**config.mk**
```make
export PLATFORM = sky130hd
export DESIGN_NAME = rgmii_mac_tx
export DESIGN_NICKNAME = d
export VERILOG_FILES = /design/src/rtl/eth_pkg.sv /design/src/rtl/crc32_byte.sv /design/src/rtl/rgmii_mac_tx.sv
export SDC_FILE = /design/constraint.sdc
export NUM_CORES = 1
export LEC_CHECK = 0
export ABC_CLOCK_PERIOD_IN_PS = 6400
export CAP_MARGIN = 10
export CORE_ASPECT_RATIO = 0.5
export CORE_MARGIN = 1
export CORE_UTILIZATION = 65
export CTS_CLUSTER_SIZE = 24
export DETAILED_ROUTE_END_ITERATION = 10
export DONT_BUFFER_PORTS = 1
export PLACE_DENSITY = 0.83
export SYNTH_ARGS = -nofsm -noshare
export SYNTH_HDL_FRONTEND = slang
export SYNTH_SLANG_ARGS = --single-unit
export TNS_END_PERCENT = 10
```
**constraint.sdc**
```tcl
create_clock -name clk -period 6.4 [get_ports clk]
set_clock_uncertainty 0.05 [all_clocks]
set_input_delay 0.64 -clock clk [delete_from_list [all_inputs] [get_ports clk]]
set_output_delay 0.64 -clock clk [all_outputs]
set_load 0.03 [all_outputs]
```
**src/rtl/eth_pkg.sv**
```systemverilog
// eth_pkg: shared Ethernet framing constants, link-speed and transmit FSM types
package eth_pkg;
  localparam logic [7:0] ETH_PREAMBLE = 8'h55;
  localparam logic [7:0] ETH_SFD = 8'hD5;
  localparam logic [31:0] CRC32_POLY_REFL = 32'hEDB88320;
  localparam logic [31:0] CRC32_INIT = 32'hFFFFFFFF;
  localparam logic [31:0] CRC32_RESIDUE = 32'hDEBB20E3;
  typedef enum logic [1:0] {SPEED_10 = 2'b00, SPEED_100 = 2'b01, SPEED_1000 = 2'b10} eth_speed_t;
  typedef enum logic [3:0] {
    ST_IDLE, ST_PREAMBLE, ST_SFD, ST_PAYLOAD, ST_PAD, ST_FCS, ST_IFG, ST_ERR, ST_DROP
  } tx_state_t;
endpackage

```
**src/rtl/crc32_byte.sv**
```systemverilog
// crc32_byte: one byte step of the reflected Ethernet CRC-32, no final inversion
module crc32_byte
  import eth_pkg::*;
(
  input  logic [31:0] crc_in,
  input  logic [7:0]  data,
  output logic [31:0] crc_out
);
  always_comb begin
    crc_out = crc_in ^ {24'h0, data};
    for (int i = 0; i < 8; i++) crc_out = crc_out[0] ? (crc_out >> 1) ^ CRC32_POLY_REFL : crc_out >> 1;
  end
endmodule

```
**src/rtl/rgmii_mac_tx.sv**
```systemverilog
// rgmii_mac_tx: Ethernet MAC transmit framer feeding the RGMII MAC-side byte port
// Adds preamble/SFD, pad and FCS, enforces IFG, splits bytes into nibbles below 1000M.
module rgmii_mac_tx
  import eth_pkg::*;
#(
  parameter int MIN_FRAME_BYTES = 60,
  parameter int IFG_BYTES = 12,
  parameter int PREAMBLE_BYTES = 7
) (
  input  logic       clk,
  input  logic       reset,
  input  logic [1:0] link_speed,
  input  logic [7:0] s_tx_tdata,
  input  logic       s_tx_tvalid,
  input  logic       s_tx_tlast,
  input  logic       s_tx_tuser,
  output logic       s_tx_tready,
  output logic [7:0] rgmii_mac_tx_data,
  output logic       rgmii_mac_tx_dv,
  output logic       rgmii_mac_tx_er,
  input  logic       rgmii_mac_tx_rdy,
  output logic       tx_busy,
  output logic       tx_underrun
);
  tx_state_t state, state_n;
  logic [3:0] cnt, cnt_n, hold;
  logic [15:0] bcnt, bcnt_n;
  logic [31:0] crc, crc_n, crc_fold, fcs_sh;
  logic [7:0] fold_byte, byte_n;
  logic last_q, last_n, gig, gig_n, phase, dv_n, er_n, underrun_n, boundary, launch;
  crc32_byte u_crc (.crc_in(crc), .data(fold_byte), .crc_out(crc_fold));
  assign boundary = rgmii_mac_tx_rdy && !phase;
  assign launch = boundary && s_tx_tvalid && (state == ST_IDLE || (state == ST_IFG && cnt == 4'(IFG_BYTES - 1)));
  assign s_tx_tready = state == ST_DROP || (boundary && (state == ST_SFD || (state == ST_PAYLOAD && !last_q)));
  assign fcs_sh = ~crc >> {cnt[1:0] + 2'd1, 3'b000};
  // Every branch below fixes the byte that goes on the wire for the next byte-time.
  always_comb begin
    state_n = state;
    cnt_n = cnt;
    bcnt_n = bcnt;
    crc_n = crc;
    last_n = last_q;
    gig_n = gig;
    fold_byte = 8'h00;
    byte_n = 8'h00;
    dv_n = 1'b0;
    er_n = 1'b0;
    underrun_n = 1'b0;
    if (state == ST_DROP) begin
      if (s_tx_tvalid && s_tx_tlast) begin
        state_n = ST_IFG;
        cnt_n = '0;
      end
    end else if (launch) begin
      state_n = ST_PREAMBLE;
      cnt_n = '0;
      bcnt_n = '0;
      crc_n = CRC32_INIT;
      last_n = 1'b0;
      gig_n = link_speed == SPEED_1000;
      byte_n = ETH_PREAMBLE;
      dv_n = 1'b1;
    end else if (boundary) begin
      case (state)
        ST_PREAMBLE: begin
          dv_n = 1'b1;
          cnt_n = cnt + 4'd1;
          state_n = cnt == 4'(PREAMBLE_BYTES - 1) ? ST_SFD : ST_PREAMBLE;
          byte_n = cnt == 4'(PREAMBLE_BYTES - 1) ? ETH_SFD : ETH_PREAMBLE;
        end
        ST_SFD, ST_PAYLOAD, ST_PAD: begin
          dv_n = 1'b1;
          if (s_tx_tready) begin
            if (s_tx_tvalid) begin
              byte_n = s_tx_tdata;
              er_n = s_tx_tuser;
              fold_byte = s_tx_tdata;
              crc_n = crc_fold;
              bcnt_n = bcnt + 16'(bcnt != '1);
              last_n = s_tx_tlast;
              state_n = ST_PAYLOAD;
            end else begin
              er_n = 1'b1;
              underrun_n = 1'b1;
              state_n = ST_ERR;
            end
          end else if (bcnt < 16'(MIN_FRAME_BYTES)) begin
            crc_n = crc_fold;
            bcnt_n = bcnt + 16'd1;
            state_n = ST_PAD;
          end else begin
            byte_n = ~crc[7:0];
            cnt_n = '0;
            state_n = ST_FCS;
          end
        end
        ST_FCS: begin
          if (cnt == 4'd3) begin
            state_n = ST_IFG;
            cnt_n = '0;
          end else begin
            dv_n = 1'b1;
            cnt_n = cnt + 4'd1;
            byte_n = fcs_sh[7:0];
          end
        end
        ST_IFG: begin
          state_n = cnt == 4'(IFG_BYTES - 1) ? ST_IDLE : ST_IFG;
          cnt_n = cnt + 4'd1;
        end
        ST_ERR: state_n = ST_DROP;
        default: ;
      endcase
    end
  end
  always_ff @(posedge clk or posedge reset) begin
    if (reset) begin
      state <= ST_IDLE;
      cnt <= '0;
      bcnt <= '0;
      crc <= CRC32_INIT;
      last_q <= 1'b0;
      gig <= 1'b0;
      phase <= 1'b0;
      hold <= '0;
      rgmii_mac_tx_data <= '0;
      rgmii_mac_tx_dv <= 1'b0;
      rgmii_mac_tx_er <= 1'b0;
      tx_busy <= 1'b0;
      tx_underrun <= 1'b0;
    end else begin
      state <= state_n;
      cnt <= cnt_n;
      bcnt <= bcnt_n;
      crc <= crc_n;
      last_q <= last_n;
      gig <= gig_n;
      tx_busy <= state_n != ST_IDLE;
      tx_underrun <= underrun_n;
      if (boundary) begin
        hold <= byte_n[7:4];
        rgmii_mac_tx_dv <= dv_n;
        rgmii_mac_tx_er <= er_n;
        rgmii_mac_tx_data <= gig_n ? byte_n : {2{byte_n[3:0]}};
        phase <= !gig_n && state_n != ST_IDLE;
      end else if (rgmii_mac_tx_rdy) begin
        rgmii_mac_tx_data <= {2{hold}};
        phase <= 1'b0;
      end
    end
  end
endmodule

```
* After elaboration in Yosys (flattened, before gate mapping)
Index checks and enable logic that the tools add are counted.
Word-level totals: register bits after elaboration 75, bits of input ports 16, word-level logic and storage cells 157, output and inout bits 13
Cells by class: bitwise logic cells 12, reductions and logical operators 30, add/sub/neg operators 4, eq/ne operators 17, muxes and demuxes 79, $lt $le $gt $ge 1, shift operators 1
Operators with widths (count):
- 32-bit two-way mux | 14
- 8-bit two-way mux | 15
- 13-bit inverter with 14-bit output | 8
- 16-bit two-way mux | 6
- 4-bit two-way mux | 13
- 32-bit inverter | 1
- 32-bit by 5-bit >> shifter with 8-bit output | 1
- 32-bit by 8-bit XOR with 32-bit output | 1
- 1-bit two-way mux | 24
- 8-bit case mux with 3 select lines | 1
- 4-bit by 3-bit == test with 1-bit output, second input constant | 5
- 4-bit case mux with 5 select lines | 1
- 16-bit by 1-bit adder with 16-bit output | 1
- 16-bit by 1-bit adder with 16-bit output, second input constant | 1
- 16-bit by 6-bit less-than comparator with 1-bit output, second input constant | 1
- 16-bit != test, second input constant | 1
- 5-bit AND reduction | 3
- 4-bit by 2-bit == test with 1-bit output, second input constant | 3
- 4-bit case mux with 3 select lines | 1
- 2-bit nonzero test | 5
- 4-bit == test, second input constant | 2
- 1-bit logical AND | 8
- 4-bit != test, second input constant | 2
- 8-bit inverter | 1
- other kinds (19) | 25

* Longest topological paths before layout
depth in word-level cells 32, depth in mapped cells 11, depth with buffers taken out 11

* By module
From an unflattened synthesis, not the netlist that was laid out.
Unflattened totals: cell total of the unflattened synthesis 540, area total of the unflattened synthesis 5233.8 um2
Modules (own cells, without submodules):
- rgmii_mac_tx | seq. area each 1916.8 um2, area each 4367.9 um2, times used 1, cells each 471
- crc32_byte | seq. area each 0.0 um2, area each 865.8 um2, times used 1, cells each 69

* Worst setup path after synthesis
Ideal clock, no wire load.
kind register to register, start reg cnt[0], end reg rgmii_mac_tx_data[6], path buffers 2, stages on the path, launching flop included 11, required time 6.268 ns, path slack 3.480 ns, arrival 2.788 ns, period minus slack after synthesis 2.920 ns, setup time 0.082 ns, cells stage by stage dfrtp_1 clkbuf_1 inv_1 ha_1 buf_1 mux4_2 or3_1 o2111a_1 nor2b_1 a211o_1 a31oi_1
On the way: cells in the longest elaborated chain, start to end 8, elaborated cells on any way between the ends 15, classes of those cells add/sub (1); eq/ne (2); shift (1); mux (8); reduce/logical (3)
Ends and longest elaborated chain:
- start: declaration | RTL line rgmii_mac_tx.sv:26 | logic [3:0] cnt, cnt_n, hold;
- start signal: assignment | RTL line rgmii_mac_tx.sv:133 | cnt <= cnt_n;
- 2-bit by 1-bit adder with 2-bit output or 4-bit == test (tied branches) | RTL line rgmii_mac_tx.sv:35, rgmii_mac_tx.sv:33
- 32-bit by 5-bit >> shifter with 8-bit output or 1-bit logical AND (tied branches) | RTL line rgmii_mac_tx.sv:35, rgmii_mac_tx.sv:33
- 8-bit two-way mux or 1-bit logical OR (tied branches) | RTL line rgmii_mac_tx.sv:98, rgmii_mac_tx.sv:33
- 8-bit case mux with 3 select lines or 1-bit logical AND (tied branches) | RTL line rgmii_mac_tx.sv:64, rgmii_mac_tx.sv:33
- 8-bit two-way mux or 1-bit two-way mux (tied branches) | RTL line rgmii_mac_tx.sv:54 | end else if (launch) begin
- 8-bit two-way mux or 1-bit two-way mux (tied branches) | RTL line rgmii_mac_tx.sv:49 | if (state == ST_DROP) begin
- 8-bit two-way mux * | RTL line rgmii_mac_tx.sv:144 | rgmii_mac_tx_data <= gig_n ? byte_n : {2{byte_n[3:0]}};
- 8-bit two-way mux * | RTL line rgmii_mac_tx.sv:140 | if (boundary) begin
- end signal: assignment | RTL line rgmii_mac_tx.sv:144
- end signal: assignment | RTL line rgmii_mac_tx.sv:147 | rgmii_mac_tx_data <= {2{hold}};
- end: declaration | RTL line rgmii_mac_tx.sv:18 | output logic [7:0] rgmii_mac_tx_data,
Mark *: on every way between the ends. The rest lies on a longest branch, timed or not. A chain may end at the register's enable or synchronous reset.

* Worst setup path in the final report
start reg state[1], end reg crc[22]
On the way: cells in the longest elaborated chain, start to end 28, elaborated cells on any way between the ends 45, classes of those cells eq/ne (6); mux (19); bitwise (7); reduce/logical (13)
Ends and longest elaborated chain:
- start: declaration | RTL line rgmii_mac_tx.sv:25 | tx_state_t state, state_n;
- start signal: assignment | RTL line rgmii_mac_tx.sv:132 | state <= state_n;
- 4-bit by 2-bit == test with 1-bit output | RTL line rgmii_mac_tx.sv:34, rgmii_mac_tx.sv:64
- 1-bit logical AND | RTL line rgmii_mac_tx.sv:34 | assign s_tx_tready = state == ST_DROP || (boundary && (state == ST_SFD || (state == ST_PAYLOAD && !last_q)));
- 1-bit logical OR | RTL line rgmii_mac_tx.sv:34
- 1-bit logical AND | RTL line rgmii_mac_tx.sv:34
- 1-bit logical OR | RTL line rgmii_mac_tx.sv:34
- 8-bit two-way mux | RTL line rgmii_mac_tx.sv:73 | if (s_tx_tready) begin
- 8-bit two-way mux | RTL line rgmii_mac_tx.sv:64 | case (state)
- 8-bit two-way mux | RTL line rgmii_mac_tx.sv:63 | end else if (boundary) begin
- [... 11 more ...]
- 32-bit two-way mux | RTL line crc32_byte.sv:11 | for (int i = 0; i < 8; i++) crc_out = crc_out[0] ? (crc_out >> 1) ^ CRC32_POLY_REFL : crc_out >> 1;
- 13-bit inverter with 14-bit output (no source line)
- 32-bit two-way mux (2 in a row) | RTL line crc32_byte.sv:11
- 32-bit two-way mux, on equally long branches | RTL line rgmii_mac_tx.sv:87, rgmii_mac_tx.sv:74
- 32-bit two-way mux | RTL line rgmii_mac_tx.sv:73
- 32-bit two-way mux | RTL line rgmii_mac_tx.sv:64
- 32-bit two-way mux | RTL line rgmii_mac_tx.sv:63
- 32-bit two-way mux | RTL line rgmii_mac_tx.sv:54
- end signal: assignment | RTL line rgmii_mac_tx.sv:135 | crc <= crc_n;
- end: declaration | RTL line rgmii_mac_tx.sv:28 | logic [31:0] crc, crc_n, crc_fold, fcs_sh;
Several ways; a longest one is shown, not always the timed one. The select of a mux whose other input is x is not followed.

==> impl_metrics.json <==
{
  "clockBufferDepth": 2,
  "initial_utilization_pct": 70.3,
  "hold_ws_ns": 0.320,
  "drc_errors": 8,
  "port_buffers": 0,
  "num-fill-cells": 493,
  "nNetsFinal": 492,
  "grt_setup_unrepaired": "false",
  "synth.top_cell.area_share_pct": 21.9,
  "finalPower_mw": 3.37,
  "r2r_slack_ns": 2.81,
  "avgViaCountPerCell": 6.47,
  "drt_iter0_drc": 434,
  "violations": "DRC",
  "multi_input_area_sq_um": 2810,
  "fin_crit_sh_pct": 56.1,
  "wl_mm": 11.2,
  "synth-edff-count": 0,
  "ys.flop_type": "dfrtp_1",
  "synth_cell_types": 70,
  "required_ns": 6.62,
  "timing.slew.headroom_pct": 37.0,
  "syn_area_sq_um": 4910,
  "synth-async-reset-ratio_pct": 100,
  "r2r-end": "crc[22]$_DFFE_PP1P_",
  "tns_ns": 0,
  "r2r_start": "state[1]$_DFF_PP0_",
  "cts_num_sinks": 75,
  "synth_nets": 509,
  "ys_seq_elements": 75,
  "wl_per_cell_microns": 19.8,
  "grt_pass1_wl_mm": 18.5,
  "hold_viol": 0,
  "whs_path_depth": 1,
  "cts_root_buffer": "clkbuf_16",
  "post_cts_resized": 0,
  "core_sq_um": 6990,
  "first_global_vias": 3625,
  "p_clk_share_pct": 13.3,
  "drive_gt1_share_pct": 18.0,
  "worstSetupStartpointType": "flop",
  "area.growth.synth_to_final_pct": 5.02,
  "clkTransAtPathRegs_ns": 0.06,
  "min-delay-start": "s_tx_tvalid",
  "cts_max_level": 3,
  "clk_latency_ns": 0.34,
  "crit_fanout": 65,
  "place_area_sq_um": 4900,
  "antenna_found_initial": 0,
  "max_stage_delay_ns": 0.58,
  "post-dp-hpwl_mm": 7.76,
  "swShare_pct": 43.1,
  "final_area_sq_um": 5160,
  "min_path_type": "input pin to flop",
  "cellPowerDensity_nw_per_um2": 653,
  "diodes": 0,
  "ys_warn_count": 0,
  "vias": 3682,
  "finalCriticalPeriod_ns": 3.59,
  "fmax_mhz": 279,
  "dieArea_sq_um": 7930,
  "cp.arrival_ns": 3.81,
  "grt_max_degree": 76,
  "grt_overflow_total": 0,
  "die_h_microns": 63.5,
  "worstRegToRegCells": 7,
  "critPathKind": "flop to flop",
  "yosysSeqAreaShare_pct": 39.0,
  "yosysTopAreaCell": "dfrtp_1",
  "worst-slew-pin-transition_ns": 0.945,
  "power.net_switching_mw": 1.45,
  "syn_avg_cell_area_sq_um": 10.0,
  "cts_tree": "built",
  "min_to": "tx_underrun$_DFF_PP0_",
  "postSynthCellCount": 489,
  "ant_nets": 0,
  "crit_chain": "nor2b_2 > a31oi_1 > a21boi_0 > o221a_2 > buf_4 > nand2_1 > o22a_1",
  "p_comb_share_pct": 55.8,
  "place.gp.congestion": 0.896,
  "cts_buffers": 9,
  "outcome": "complete, but fails checks",
  "die_w_microns": 125,
  "hold_buffers": 0,
  "seqCellArea_sq_um": 1920,
  "total_leakage_power_nw": 2.04,
  "ir_worst_vdd_uv": 243,
  "grt_usage_pct": 30.9,
  "drv_slew": 0,
  "synthTopCellsByArea": "dfrtp_1 (22%), dfstp_2 (17%), xnor2_1 (9.6%)",
  "drv_cap": 0,
  "fin_ws_ns": 2.81,
  "setup_viol": 0,
  "dp_slack_ns": 2.92,
  "post-cts-setup-buffers": 0,
  "end_kind": "flop",
  "first_pass_iters": 8,
  "rows": 21,
  "p_seq_share_pct": 31.0,
  "io_pins": 29,
  "internal-power_mw": 1.92,
  "cp_slowest_cell": "nor2b_2"
}
critical path, delay by kind of cell, from the launching register on:
kind                   cells  cell delay, ns
AOI/OAI and AO/OA          4            1.26
DFF                        1            0.52
buffers and inverters      1            0.52
and+or+nand+nor            2            1.13
through the flow:
stage,utilization [%],instances
after floorplan,-,489
after global placement,70.1,553
after detailed placement,70.1,553
after CTS,73.8,569
after global routing,73.8,569
final,73.8,569
power by group through the flow:
stage | Combinational (mW) | Sequential [mW] | Clock, mW
floorplan | 1.65 | 0.902 | 0
global placement | 1.80 | 1.03 | 0
detailed placement | 1.84 | 1.04 | 0
CTS | 1.86 | 1.04 | 0.453
global route | 2.04 | 1.07 | 0.470
finish | 1.88 | 1.04 | 0.446
flip-flops by register name, indices dropped and copies added (netlist names), 4 cells and up:
register / cells
bcnt: 16
cnt: 4
crc: 32
hold: 4
rgmii_mac_tx_data: 8
state: 4
final cells by class:
class	count	share of cell area, %
repair buffers	3	0.437
inverters	10	0.728
clock buffers	13	4.66
clock inverters	3	0.340
well taps	92	2.23
multi-input cells	373	54.5
flip-flops and latches	75	37.2
kinds of logic after synthesis:
family | count (synthesis) | synth area share (%)
xor+xnor | 100 | 19.6
compound gates | 94 | 14.0
simple gates | 160 | 17.2
fa+ha+maj | 4 | 1.02
flops | 75 | 39.0
buf+inv | 41 | 3.92
mux | 15 | 5.20
worst max-delay path by stage:
stage | start | to | cells past startpoint
after global routing | cnt[0]$_DFFE_PP0P_ | crc[22]$_DFFE_PP1P_ | 8
after detailed placement | cnt[0]$_DFFE_PP0P_ | crc[22]$_DFFE_PP1P_ | 8
after CTS | cnt[0]$_DFFE_PP0P_ | crc[22]$_DFFE_PP1P_ | 8
after floorplan | cnt[0]$_DFFE_PP0P_ | rgmii_mac_tx_data[6]$_DFFE_PP0P_ | 10
final | state[1]$_DFF_PP0_ | crc[22]$_DFFE_PP1P_ | 7
after global placement | cnt[0]$_DFFE_PP0P_ | crc[4]$_DFFE_PP1P_ | 8
placed cells by master, fill, tap and decap left out, drive strengths merged, types with 3 or more instances in the layout:
| master | n |
|---|---|
| a211o | 3 |
| a21oi | 9 |
| a22o | 3 |
| a31oi | 20 |
| and2 | 6 |
| and3 | 6 |
| buf | 3 |
| clkbuf | 13 |
| dfrtp | 43 |
| dfstp | 32 |
| ha | 4 |
| inv | 10 |
| mux2 | 4 |
| mux2i | 3 |
| mux4 | 8 |
| nand2 | 29 |
| nand2b | 3 |
| nand3 | 18 |
| nand4 | 14 |
| nor2 | 52 |
| nor2b | 8 |
| nor3b | 4 |
| nor4 | 3 |
| o211ai | 4 |
| o21a | 4 |
| o21ai | 15 |
| o221ai | 3 |
| o22a | 17 |
| or3 | 4 |
| or4 | 3 |
| xnor2 | 56 |
| xor2 | 41 |
synth_stat cells (4+ instances only):
| library cell | instances |
|---|---|
| nand3_1 | 18 |
| a31oi_1 | 19 |
| buf_2 | 13 |
| o211ai_1 | 4 |
| or3_1 | 4 |
| o21ai_0 | 14 |
| inv_1 | 10 |
| a21oi_1 | 8 |
| dfrtp_1 | 43 |
| o21a_1 | 4 |
| mux2_2 | 4 |
| dfstp_2 | 32 |
| nor2b_1 | 6 |
| nor2_1 | 51 |
| xor2_2 | 4 |
| nand4_1 | 13 |
| mux4_2 | 8 |
| and3_1 | 6 |
| xor2_1 | 37 |
| and2_1 | 5 |
| o22a_1 | 17 |
| nand2_1 | 29 |
| clkbuf_1 | 11 |
| xnor2_1 | 54 |
| ha_1 | 4 |
routing by layer:
metal,GRT usage (%),vias to the layer above,part of all wire [%]
met5,0,-,0
li1,-,1701,-
met2,47.5,152,45
met3,9.01,29,7.7
met4,12.8,0,2.1
met1,41.4,1800,45
Note: power is estimated with default switching activity, not from simulation.
